--- config.mk ---
export PLATFORM = sky130hd
export DESIGN_NAME = vec_lsu_seq
export DESIGN_NICKNAME = d
export VERILOG_FILES = /design/src/rtl/lsu_pkg.sv /design/src/rtl/lsu_addr_gen.sv /design/src/rtl/vec_lsu_seq.sv
export SDC_FILE = /design/constraint.sdc
export NUM_CORES = 1
export LEC_CHECK = 0
export CORE_ASPECT_RATIO = 0.9
export CORE_UTILIZATION = 30
export DETAILED_ROUTE_END_ITERATION = 10
export HOLD_SLACK_MARGIN = 0.03
export RECOVER_POWER = 25
export SLEW_MARGIN = 10
export SYNTH_ARGS = -nofsm -noshare
export SYNTH_HDL_FRONTEND = slang
export SYNTH_SLANG_ARGS = --single-unit
--- constraint.sdc ---
create_clock -name clk -period 6.55 [get_ports clk]
set_clock_uncertainty 0.05 [all_clocks]
set_input_delay 1.31 -clock clk [delete_from_list [all_inputs] [get_ports clk]]
set_output_delay 1.31 -clock clk [all_outputs]
set_load 0.05 [all_outputs]
--- src/rtl/lsu_pkg.sv ---
// Shared types for the vector load/store sequencer: operation codes,
// sequencer states and the beat-count helper.
package lsu_pkg;

    // Bit 0 selects store, bit 1 selects vector width.
    typedef enum logic [1:0] {
        LD_ESC = 2'd0,
        ST_ESC = 2'd1,
        LD_VEC = 2'd2,
        ST_VEC = 2'd3
    } lsu_op_t;

    typedef enum logic [1:0] {
        IDLE  = 2'd0,
        ISSUE = 2'd1,
        DONE  = 2'd2
    } lsu_state_t;

    // Number of bus beats an operation needs: scalars always take one.
    function automatic int unsigned lsu_beats(input lsu_op_t op, input int unsigned vec_beats);
        return op[1] ? vec_beats : 32'd1;
    endfunction

    function automatic logic lsu_is_store(input lsu_op_t op);
        return op[0];
    endfunction

    function automatic logic lsu_is_vec(input lsu_op_t op);
        return op[1];
    endfunction

endpackage

--- src/rtl/lsu_addr_gen.sv ---
// Beat address generator: loads the base address when an op is accepted and
// advances by one step on every acknowledged beat. Arithmetic wraps modulo
// 2^ADDR_W. With VEC_LSU_STRIDE_EN defined the step is the latched signed
// stride; otherwise it is the fixed bus width in bytes and stride is ignored.
module lsu_addr_gen #(
    parameter int ADDR_W = 32,
    parameter int STEP   = 4
) (
    input  logic              clk,
    input  logic              reset,
    input  logic              load,
    input  logic              step,
    input  logic [ADDR_W-1:0] base,
    input  logic [ADDR_W-1:0] stride,
    output logic [ADDR_W-1:0] addr
);

    logic [ADDR_W-1:0] inc;

`ifdef VEC_LSU_STRIDE_EN
    logic [ADDR_W-1:0] stride_q;

    // Capture the per-op stride alongside the base address.
    always_ff @(posedge clk or negedge reset) begin
        if (!reset) begin
            stride_q <= '0;
        end else if (load) begin
            stride_q <= stride;
        end
    end

    // Two's-complement add handles negative strides without sign logic.
    assign inc = stride_q;
`else
    logic stride_unused;

    assign stride_unused = ^stride;
    assign inc           = ADDR_W'(STEP);
`endif

    // Beat address register: base on load, step on each accepted beat.
    always_ff @(posedge clk or negedge reset) begin
        if (!reset) begin
            addr <= '0;
        end else if (load) begin
            addr <= base;
        end else if (step) begin
            addr <= addr + inc;
        end
    end

endmodule

--- src/rtl/vec_lsu_seq.sv ---
// Multi-beat scalar/vector load-store sequencer. Moves one BUS_W scalar or one
// LANES*LANE_W vector across a BUS_W memory port using a req/ack handshake,
// and reports completion with a one-cycle done pulse.
// Optional feature macro: VEC_LSU_STRIDE_EN (signed stride between vector beats).
module vec_lsu_seq
    import lsu_pkg::*;
#(
    parameter int LANES  = 8,
    parameter int LANE_W = 8,
    parameter int BUS_W  = 32,
    parameter int ADDR_W = 32
) (
    input  logic                    clk,
    input  logic                    reset,
    input  logic                    start,
    input  lsu_op_t                 op,
    input  logic [ADDR_W-1:0]       base_addr,
    input  logic [ADDR_W-1:0]       stride,
    input  logic [BUS_W-1:0]        esc_wdata,
    input  logic [LANES*LANE_W-1:0] vec_wdata,
    input  logic                    mem_ack,
    input  logic [BUS_W-1:0]        mem_rdata,
    output logic                    mem_req,
    output logic                    mem_we,
    output logic [ADDR_W-1:0]       mem_addr,
    output logic [BUS_W-1:0]        mem_wdata,
    output logic                    busy,
    output logic                    done,
    output logic [BUS_W-1:0]        esc_rdata,
    output logic [LANES*LANE_W-1:0] vec_rdata
);

    localparam int VEC_W = LANES * LANE_W;
    localparam int BEATS = VEC_W / BUS_W;
    localparam int CNT_W = $clog2(BEATS + 1);

    if ((VEC_W % BUS_W) != 0) begin : g_bad_vec_w
        $error("vec_lsu_seq: VEC_W must be a multiple of BUS_W");
    end
    if ((BUS_W % 8) != 0) begin : g_bad_bus_w
        $error("vec_lsu_seq: BUS_W must be a whole number of bytes");
    end

    lsu_state_t        state_q;
    lsu_state_t        state_d;
    lsu_op_t           op_q;
    logic [CNT_W-1:0]  cnt_q;
    logic [VEC_W-1:0]  wdata_q;
    logic [VEC_W-1:0]  shadow_q;
    logic [VEC_W-1:0]  shadow_next;
    logic [ADDR_W-1:0] beat_addr;
    logic              issue;
    logic              accept;
    logic              beat_done;
    logic              last_beat;

    assign issue     = (state_q == ISSUE);
    assign accept    = start && ((state_q == IDLE) || (state_q == DONE));
    assign beat_done = issue && mem_ack;
    assign last_beat = (32'(cnt_q) == (lsu_beats(op_q, 32'(BEATS)) - 32'd1));

    // Read beats enter at the top and shift down, so beat 0 ends at the LSBs.
    assign shadow_next = (shadow_q >> BUS_W) | (VEC_W'(mem_rdata) << (VEC_W - BUS_W));

    // State register.
    // NOTE: sequential state uses <= so every flop samples pre-edge values;
    // blocking assignments here would chain updates within one edge.
    always_ff @(posedge clk or negedge reset) begin
        if (!reset) begin
            state_q <= IDLE;
        end else begin
            state_q <= state_d;
        end
    end

    // Next-state logic; start while in ISSUE is deliberately not queued.
    // NOTE: state_d is defaulted first so no path leaves it unassigned,
    // which would otherwise infer a latch.
    always_comb begin
        state_d = state_q;
        case (state_q)
            IDLE:    if (start) state_d = ISSUE;
            ISSUE:   if (mem_ack && last_beat) state_d = DONE;
            DONE:    state_d = start ? ISSUE : IDLE;
            default: state_d = IDLE;
        endcase
    end

    // Op latch, beat counter, write-data shifter, read shadow and results.
    // NOTE: the shadow and result vectors are reset too, so an op abandoned by
    // reset can never expose stale or partial load data afterwards.
    always_ff @(posedge clk or negedge reset) begin
        if (!reset) begin
            op_q      <= LD_ESC;
            cnt_q     <= '0;
            wdata_q   <= '0;
            shadow_q  <= '0;
            esc_rdata <= '0;
            vec_rdata <= '0;
        end else if (accept) begin
            op_q    <= op;
            cnt_q   <= '0;
            wdata_q <= lsu_is_vec(op) ? vec_wdata : VEC_W'(esc_wdata);
        end else if (beat_done) begin
            cnt_q   <= cnt_q + CNT_W'(1);
            wdata_q <= wdata_q >> BUS_W;
            if (!lsu_is_store(op_q)) begin
                shadow_q <= shadow_next;
                if (last_beat) begin
                    if (lsu_is_vec(op_q)) begin
                        vec_rdata <= shadow_next;
                    end else begin
                        esc_rdata <= mem_rdata;
                    end
                end
            end
        end
    end

    lsu_addr_gen #(
        .ADDR_W (ADDR_W),
        .STEP   (BUS_W / 8)
    ) u_addr_gen (
        .clk    (clk),
        .reset  (reset),
        .load   (accept),
        .step   (beat_done),
        .base   (base_addr),
        .stride (stride),
        .addr   (beat_addr)
    );

    // Memory-side outputs are driven only while a beat is being issued.
    assign mem_req   = issue;
    assign mem_we    = issue && lsu_is_store(op_q);
    assign mem_addr  = issue ? beat_addr : '0;
    assign mem_wdata = issue ? wdata_q[BUS_W-1:0] : '0;
    assign busy      = issue;
    assign done      = (state_q == DONE);

endmodule

==> impl_results.md <==
* Setup crit end kind: async pin
* Port Buf Inserts at between 300 and 400
* Clk slew on worst S/H paths at around 0.060 ns
* Hold Violations, Final at 0
* Die area at about 35,000 um2
* GP Congestion at about 0.77
* Mean area per synthesized cell at ~12 um2
* CP Data Required Time at around 6.4 ns
* Power density over cell area at between 500 and 600 nW/um2
* Post-DR wirelength/cell at between 15 and 20 um
* Register area share after synthesis at 0.5673
* Critical Path, Cell by Cell: buf_8, clkbuf_2
* Largest net degree at the start of global routing at 128
* Max stage delay on crit path at about 2.4 ns
* Synth warn at 0
* Postcts setup bufs at 0
* Buf/Inv on CP at 2
* PnR worst setup slack at just over 2 ns
* DRT iter0 DRCs at 246
* Later-pin clock latency in the skew report at about 0.55 ns
* Post-Synthesis Cells at ~860
* CTS Root Buffer Type: clkbuf_16
* Least-Margin Pin Slew at between 3 and 4 ns
* First-pass GRT wire length at 46,230 um
* CTS tree: built
* Post-Route WL at between 20,000 and 30,000 um
* Slew Limit Fails at roughly 170
* Ys flop type: dfrtp_1
* Via count at between 7,000 and 8,000
* Residual DRC at 0
* Initial antenna violation count at 1
* Critical Path AT at 4.38 ns
* CTS Sinks at 230
* Critical-path top delay cell: clkbuf_2
* Failing checks: capacitance limit, slew limit
* DP Area at about 14,000 um2
* CTS Hold Bufs at 0
* Gr usage total at 0.1676
* First-pass detailed-route iteration total at 4
* Cell Area, Synth at slightly above 10,000 um2
* Chip width at between 150 and 200 um
* Post-route cell area at approximately 15,000 um2
* Maximum vdd drop at 0.0003651 V
* Max-Cap Viols at 2
* Async S/R FF share, synth at 1.000
* CTS buffer count at 27
* Worst path top cell family by delay: buffers and inverters
* Post-Route Setup TNS at 0 ns
* Grt ovf at 0
* Crit path max fanout at about 130
* Yosys cell types at 47
* Ratio of cells with drive above 1 in the final layout at 0.1672
* DIE HEIGHT at approximately 180 um
* Vias/cell at 4.771
* FMAX at ~0.22 GHz
* Syn_nets at 1,060
* Yosys reg bits at 230
* Floorplan core area at approximately 33,000 um2
* Leakage at ~6.0 nW
* Crit path time final at ~4.5 ns
* Critical path class: input port to async pin
* Final antenna-violating net count at 0
* CTS Buffer Depth at 3
* Crit share post-route at 0.6888
* Startpoint types: input port
* Hold Crit Class: flop to flop
* I/O pin total at ~360
* Post-DP HPWL at roughly 20,000 um
* CTS resizes at 0
* EDFF count, synth at 0
* Row count at 63
* Status: complete, but fails checks
* Vias in the first global route at 8,092
* Unrepaired setup endpoints after global routing: no
* Starting density of the core at 0.3065
* Area grow syn2layout at 44.74%
* Final nets at 1,368
* Setup violations, final at 0
* Slew HR at -1.171
* H-tree depth at 1
* Finished Core Util at 0.4436
* Setup WS pre-CTS at about 2.6 ns
-- final cells by class --
cell class,count,area [um2]
fill,3121,18420
sequential,230,5756
multi-input combinational,567,4150
timing repair buffer,338,3358
clock buffer,42,812.0
tap,422,528.0
clock inverter,8,60.06
inverter,5,18.77
antenna,1,2.502
-- cell families (layout without fill, tap and decap cells) --
| kind of cell | count (synthesis) | count (layout) | share of synthesized area |
|---|---|---|---|
| muxes | 128 | 128 | 0.1421 |
| xor gates and xnor gates | 24 | 24 | 0.02072 |
| and+or+nand+nor | 281 | 281 | 0.1501 |
| buffers and inverters | 64 | 393 | 0.02639 |
| adders and majority gates | 1 | 1 | 0.001233 |
| AOI/OAI and AO/OA | 133 | 133 | 0.09224 |
| DFF | 230 | 230 | 0.5673 |
| other | 0 | 1 | 0 |
-- routing by layer --
| layer | part of all wire | GRT usage |
|---|---|---|
| met4 | 0.019 | 0.03385 |
| met2 | 0.45 | 0.2705 |
| met5 | 0 | 0 |
| met1 | 0.44 | 0.2159 |
| met3 | 0.093 | 0.06074 |
-- worst paths after layout --
kind / startpoint / cells after the start / slack [ns] / to
hold reg to reg: u_addr_gen.addr[0] / 2 / 0.42 / u_addr_gen.addr[0]
setup reg to reg: state_q[0] / 7 / 3.00 / esc_rdata[26]
max in group clk: state_q[0] / 4 / 2.08 / mem_wdata[18]
hold / removal: u_addr_gen.addr[0] / 2 / 0.42 / u_addr_gen.addr[0]
min in group asynchronous: reset / 1 / 0.73 / esc_rdata[3]
setup / recovery: reset / 2 / 2.04 / u_addr_gen.addr[11]
-- sequential cells by signal, summed over array words and instances (netlist names) --
register and count:
op_q 2, shadow_q 32, state_q 2, vec_rdata 64
cnt_q 2, u_addr_gen.addr 32, esc_rdata 32, wdata_q 64
-- per-stage QoR --
stage          power (mW)  hold WS (ns)  instances
6_report            8.227        0.4195       1613
5_1_grt             8.661        0.4599       1612
4_1_cts             8.328        0.4236       1612
3_5_place_dp        6.819        0.4095       1562
3_3_place_gp        6.773        0.4040       1562
2_1_floorplan       5.302        0.3874        861
-- report_power, final --
part	internal (mW)	switching (mW)
Clock	0.853	0.607
Sequential	2.07	0.407
Combinational	1.57	2.72
-- cells in the final DEF, fill, tap and decap left out, drive strengths merged, types with 16 or more instances in the layout --
cell type / netlist / layout
a31oi: 34 / 34
nor2b: 34 / 34
and2: 64 / 64
nand2: 115 / 115
clkbuf: 42 / 43
clkdlybuf4s50: 0 / 327
dfrtp: 230 / 230
nor2: 19 / 19
o21ai: 26 / 26
a211oi: 32 / 32
mux2: 128 / 128
xnor2: 16 / 16
a22o: 32 / 32
-- cells in the mapped netlist, types with 3 or more instances --
cell type	count	area (um2)
dfrtp_1	230	5756
mux2_2	123	1385
nand2_1	115	431.7
and2_1	64	400.4
clkbuf_1	42	157.7
a31oi_1	34	212.7
nor2b_1	34	212.7
a211oi_1	32	240.2
a22o_1	32	280.3
o21ai_0	21	105.1
nor2_1	19	71.32
xnor2_1	16	140.1
buf_2	13	65.06
nand3_1	10	50.05
xor2_1	8	70.07
nand4_1	6	37.54
mux2_1	5	56.30
inv_1	4	15.01
nand4_2	4	50.05
o21ai_1	4	20.02
nand2b_1	3	18.77
nor4_1	3	18.77
nor4_2	3	37.54
nor4_4	3	63.81
Note: power is estimated with default switching activity, not from simulation.
